==> config.mk <==
export PLATFORM = sky130hd
export DESIGN_NAME = axis_xbar_switch
export DESIGN_NICKNAME = d
export VERILOG_FILES = /design/src/rtl/axis_xbar_switch.sv
export SDC_FILE = /design/constraint.sdc
export NUM_CORES = 1
export LEC_CHECK = 0
export CAP_MARGIN = 10
export CELL_PAD_IN_SITES_DETAIL_PLACEMENT = 1
export CELL_PAD_IN_SITES_GLOBAL_PLACEMENT = 2
export CORE_MARGIN = 2
export CORE_UTILIZATION = 28
export DETAILED_ROUTE_END_ITERATION = 10
export PLACE_DENSITY_LB_ADDON = 0.2
export SKIP_LAST_GASP = 1
export SYNTH_ARGS = -nofsm -noshare
export SYNTH_HDL_FRONTEND = slang
export SYNTH_SLANG_ARGS = --single-unit
==> constraint.sdc <==
create_clock -name glb_clk -period 7 [get_ports glb_clk]
set_input_delay 1.75 -clock glb_clk [delete_from_list [all_inputs] [get_ports glb_clk]]
set_output_delay 1.75 -clock glb_clk [all_outputs]
set_load 0.005 [all_outputs]
==> src/rtl/axis_xbar_switch.sv <==
// PORT_NUM x PORT_NUM AXI-Stream packet crossbar with per-output round-robin
// arbitration, packet locking and drop handling for illegal destinations.
module axis_xbar_switch #(
  parameter int PORT_NUM = 4,
  parameter int DATA_W   = 32,
  parameter int CNT_W    = 16
) (
  input  logic                         glb_clk,
  input  logic                         glb_areset_n,
  input  logic [PORT_NUM-1:0]          s_axis_tvalid,
  output logic [PORT_NUM-1:0]          s_axis_tready,
  input  logic [PORT_NUM*DATA_W-1:0]   s_axis_tdata,
  input  logic [PORT_NUM*DATA_W/8-1:0] s_axis_tkeep,
  input  logic [PORT_NUM-1:0]          s_axis_tlast,
  input  logic [PORT_NUM*PORT_NUM-1:0] s_axis_tdest,
  output logic [PORT_NUM-1:0]          m_axis_tvalid,
  input  logic [PORT_NUM-1:0]          m_axis_tready,
  output logic [PORT_NUM*DATA_W-1:0]   m_axis_tdata,
  output logic [PORT_NUM*DATA_W/8-1:0] m_axis_tkeep,
  output logic [PORT_NUM-1:0]          m_axis_tlast,
  input  logic [PORT_NUM-1:0]          out_grant_en,
  output logic [PORT_NUM-1:0]          out_busy,
  output logic [CNT_W-1:0]             drop_cnt,
  input  logic                         drop_cnt_clr
);

  localparam int KEEP_W = DATA_W / 8;
  localparam int IDX_W  = (PORT_NUM > 1) ? $clog2(PORT_NUM) : 1;

  localparam logic [1:0] ST_IDLE = 2'd0;
  localparam logic [1:0] ST_FWD  = 2'd1;
  localparam logic [1:0] ST_DROP = 2'd2;

  logic [1:0]          in_state [PORT_NUM];
  logic [PORT_NUM-1:0] locked;
  logic [IDX_W-1:0]    gnt      [PORT_NUM];
  logic [IDX_W-1:0]    rr_ptr   [PORT_NUM];
  logic [CNT_W-1:0]    drop_cnt_q;

  logic [PORT_NUM-1:0] dest     [PORT_NUM];
  logic [PORT_NUM-1:0] req      [PORT_NUM];
  logic [PORT_NUM-1:0] gnt_now;
  logic [IDX_W-1:0]    gnt_sel  [PORT_NUM];
  logic [PORT_NUM-1:0] in_granted;
  logic [PORT_NUM-1:0] drop_act;
  logic [PORT_NUM-1:0] drop_done;
  logic [PORT_NUM-1:0] fwd_rdy;
  logic [PORT_NUM-1:0] out_last;

  function automatic logic is_onehot(input logic [PORT_NUM-1:0] v);
    return (v != '0) && ((v & (v - PORT_NUM'(1))) == '0);
  endfunction

  function automatic logic [CNT_W-1:0] sat_add(input logic [CNT_W-1:0] a,
                                               input logic [PORT_NUM-1:0] inc);
    logic [CNT_W-1:0] r;
    r = a;
    for (int k = 0; k < PORT_NUM; k++)
      if (inc[k] && (r != '1)) r = r + CNT_W'(1);
    return r;
  endfunction

  // Only idle inputs with a legal one-hot destination raise a request.
  always_comb begin
    for (int i = 0; i < PORT_NUM; i++) begin
      dest[i]     = s_axis_tdest[i*PORT_NUM +: PORT_NUM];
      drop_act[i] = (in_state[i] == ST_DROP) ||
                    ((in_state[i] == ST_IDLE) && s_axis_tvalid[i] && !is_onehot(dest[i]));
      drop_done[i] = drop_act[i] && s_axis_tvalid[i] && s_axis_tlast[i];
    end
    for (int o = 0; o < PORT_NUM; o++) begin
      req[o] = '0;
      for (int i = 0; i < PORT_NUM; i++)
        req[o][i] = (in_state[i] == ST_IDLE) && s_axis_tvalid[i] &&
                    dest[i][o] && is_onehot(dest[i]);
    end
  end

  always_comb begin : arb
    logic [IDX_W-1:0] idx;
    idx        = '0;
    in_granted = '0;
    for (int o = 0; o < PORT_NUM; o++) begin
      gnt_now[o] = 1'b0;
      gnt_sel[o] = '0;
      if (!locked[o] && out_grant_en[o]) begin
        for (int k = 0; k < PORT_NUM; k++) begin
          idx = IDX_W'((int'(rr_ptr[o]) + k) % PORT_NUM);
          if (!gnt_now[o] && req[o][idx]) begin
            gnt_now[o] = 1'b1;
            gnt_sel[o] = idx;
          end
        end
      end
      if (gnt_now[o]) in_granted[gnt_sel[o]] = 1'b1;
    end
  end

  // Output mux is forced to zero while the output is free.
  always_comb begin
    for (int o = 0; o < PORT_NUM; o++) begin
      m_axis_tvalid[o]                     = locked[o] && s_axis_tvalid[gnt[o]];
      m_axis_tlast[o]                      = locked[o] && s_axis_tlast[gnt[o]];
      m_axis_tdata[o*DATA_W +: DATA_W]     = locked[o] ? s_axis_tdata[gnt[o]*DATA_W +: DATA_W] : '0;
      m_axis_tkeep[o*KEEP_W +: KEEP_W]     = locked[o] ? s_axis_tkeep[gnt[o]*KEEP_W +: KEEP_W] : '0;
      out_last[o] = m_axis_tvalid[o] && m_axis_tready[o] && m_axis_tlast[o];
    end
    out_busy = locked;
  end

  always_comb begin
    for (int i = 0; i < PORT_NUM; i++) begin
      fwd_rdy[i] = 1'b0;
      for (int o = 0; o < PORT_NUM; o++)
        if (locked[o] && (gnt[o] == IDX_W'(i)) && m_axis_tready[o]) fwd_rdy[i] = 1'b1;
    end
    s_axis_tready = fwd_rdy | drop_act;
  end

  always_ff @(posedge glb_clk or negedge glb_areset_n) begin
    if (!glb_areset_n) begin
      for (int i = 0; i < PORT_NUM; i++) in_state[i] <= ST_IDLE;
      for (int o = 0; o < PORT_NUM; o++) begin
        gnt[o]    <= '0;
        rr_ptr[o] <= '0;
      end
      locked     <= '0;
      drop_cnt_q <= '0;
    end else begin
      for (int i = 0; i < PORT_NUM; i++) begin
        case (in_state[i])
          ST_IDLE: begin
            if (in_granted[i])
              in_state[i] <= ST_FWD;
            else if (drop_act[i] && !s_axis_tlast[i])
              in_state[i] <= ST_DROP;
          end
          ST_FWD:  if (s_axis_tvalid[i] && fwd_rdy[i] && s_axis_tlast[i]) in_state[i] <= ST_IDLE;
          ST_DROP: if (drop_done[i]) in_state[i] <= ST_IDLE;
          default: in_state[i] <= ST_IDLE;
        endcase
      end
      for (int o = 0; o < PORT_NUM; o++) begin
        if (locked[o]) begin
          if (out_last[o]) begin
            locked[o] <= 1'b0;
            rr_ptr[o] <= (gnt[o] == IDX_W'(PORT_NUM - 1)) ? '0 : gnt[o] + IDX_W'(1);
          end
        end else if (gnt_now[o]) begin
          locked[o] <= 1'b1;
          gnt[o]    <= gnt_sel[o];
        end
      end
      drop_cnt_q <= drop_cnt_clr ? '0 : sat_add(drop_cnt_q, drop_done);
    end
  end

  assign drop_cnt = drop_cnt_q;

endmodule
==> impl_metrics.ini <==
[synth]
netlist_area_um2 = 10000
async_reset_ff_share_pct = 100
yosysWarnings = 0
synth_xor_area_share_pct = 3.92
seq_area_frac_synth_pct = 11.0
synth-edff-count = 0
netlist_instances = 1058
synth_cell_type_count = 93
synth_top_area_share_pct = 34.2
synth_top_family_by_area = multiplexers
synth_compound_area_share_pct = 15.1
synth_area_leader_cell = mux4_2
synth.area.mux_share_pct = 35.6
ys_ff_latch = 44
ys_top_cells_by_area = mux4_2, dfrtp_1, and2_1
ys.flop_type = dfrtp_1
synth-simple-area-share_pct = 27.8
syn-num-nets = 1257
avgSynthCellArea_um2 = 9.47
synthAdderAreaFrac_pct = 2.50

[sta]
holdWs_ns = 0.506
finalCritPeriodShare_pct = 96.5
finalSetupViolations = 0
slew_violations = 0
hold_violations = 0
max_freq_mhz = 148
tightest_slew_ns = 0.967
relSlewSlack_pct = 35.5
finClkSkew_ns = 0.00765
rsz0062_at_grt = yes
min_period_ns = 6.75

[floorplan]
fp-row-count = 69
fp.dieH_um = 193
io_pins = 355
die-area_um2 = 37300
initial_utilization_pct = 28.3
design.core.area_um2 = 35400
die_x_um = 193

[routing]
drtPass1Iterations = 6
vias_per_cell = 5.80
met1Wirelength_mm = 20.1
wirelength_mm = 49.9
drt_iter0_markers = 742
detail_route.wl_per_cell_um = 26.0
ant_nets = 0
vias = 11100
wl_met3_mm = 3.06
drc = 0
wl_met2_mm = 25.1
routed.top_layer = met5

[finish]
fin_area_um2 = 14800
layout-drive-gt1-share_pct = 22.9
final_cell_mix = clkdlybuf4s50_1, and2_1, mux4_2
area_delta_synth_final_pct = 47.6
final_common_cell = clkdlybuf4s50_1
fin_nets = 1649

[grt]
overflow = 0
grtUsageTotal_pct = 26.6
grt_max_degree = 45
grt_pass1_wl_mm = 74.3
antenna_found_initial = 7
grt_pass1_vias = 11600

[critical_path]
rrSetupSlack_ns = 1.35
regToRegStartpoint = drop_cnt[14]
crit_start = s_axis_tdest[1]
worstPathArrival_ns = 6.90
critPathMaxFanout = 5
worstSetupPathType = in -> reg
cp.required_ns = 7.15
cp-start-kind = input port
endpoint_kind = flop

[clock_tree]
cts_buffers = 5
path_clk_slew_ns = 0.07
htreeDepth = 2
cts_setup_buffers = 0
cts.repair.resized = 0
clock_sinks = 44
cts-root-buf = clkbuf_16
clkLatencyLatePin_ns = 0.30
cts_hold_buf = 0
cts_tree = done
clk_path_buf_depth = 2

[min_path]
hold_class = reg -> reg
worstHoldStart = in_state[0]

[placement]
io_buffers = 354
routabilityCongestion = 0.864
place_area_um2 = 14600
dp_hpwl_mm = 39.3

[pwr]
p_leak_nw = 5.39
power.density_nw_per_um2 = 308
vdd_drop_max_mv = 0.172

[run_status]
status = complete, no violations

[job]
maxCapViolCount = 0
## logic make-up after synthesis
group / after synthesis
and+or+nand+nor: 484
muxes: 166
AOI/OAI and AO/OA: 206
DFF: 44
xor gates and xnor gates: 44
adders and majority gates: 20
buffers and inverters: 94
## state kept, by name (all words and copies together) (netlist names)
register,cells
out_busy,4
drop_cnt,16
in_state,8
rr_ptr,8
gnt,8
## cell type report
cell class              instances  area (um2)
inverters                      20        75.1
diodes                          4        10.0
well taps                     461         577
clock inverters                 2        12.5
repair buffers                459        4330
multi-input cells             920        8540
flip-flops and latches         44        1110
clock buffers                   6         129
fillers                      4049       20600
## path summary, 6_finish.rpt
| path | endpoint | depth (start not counted) |
|---|---|---|
| max in group asynchronous | gnt[0] | 2 |
| setup reg to reg | drop_cnt[7] | 21 |
| hold reg to reg | in_state[1] | 1 |
| min in group asynchronous | drop_cnt[9] | 2 |
| setup / recovery | drop_cnt[7] | 22 |
| hold / removal | in_state[1] | 1 |
## where the power goes
part | switching [mW] | total [mW] | internal, mW
sequential | 0.290 | 0.623 | 0.333
combinational | 1.57 | 3.69 | 2.11
clock | 0.115 | 0.247 | 0.132
total | 1.98 | 4.56 | 2.58
## worst max-delay path, stage by stage
cell and delay [ns]:
clkdlybuf4s50_1 0.49, or3_4 0.44, o221ai_4 0.31, a211oi_2 0.11, o311a_2 0.43, and4_4 0.21
a31oi_2 0.24, mux2_2 0.37, ha_1 0.23, and2_1 0.17, mux2_2 0.27, and3_1 0.18
a31oi_2 0.21, buf_4 0.15, xor2_1 0.18, ha_1 0.19, o2111a_1 0.23, nand2_2 0.10
buf_4 0.17, o2111ai_1 0.24, xor2_1 0.17, nor2_1 0.05
## synth_stat cells (22+ instances only)
cell type,number
mux4_2,152
buf_1,25
xnor2_1,27
and2_1,171
a21oi_1,38
o21ai_0,28
nand2_1,81
a31oi_1,22
nand3_1,42
clkbuf_1,34
nor2_1,62
dfrtp_1,44
## stage by stage
step | cells | TNS [ns] | utilization, % | worst slack, ns | total power [mW]
CTS | 1912 | 0 | 41.7 | 0.0670 | 4.60
global placement | 1904 | -0.229 | 41.3 | -0.0873 | 4.33
floorplan | 1058 | 0 | - | 0.152 | 2.41
detailed placement | 1904 | -2.21 | 41.3 | -0.237 | 4.32
finish | 1916 | 0 | 41.8 | 0.248 | 4.56
global route | 1915 | -0.0124 | 41.8 | -0.0124 | 4.84
## per-layer routing
metal / vias up / GRT usage (%)
li1: 4944 / -
met1: 5678 / 32.7
met2: 400 / 46.6
met3: 83 / 5.99
met4: 4 / 7.58
met5: - / 0
Power figures use the tool's default switching activity.
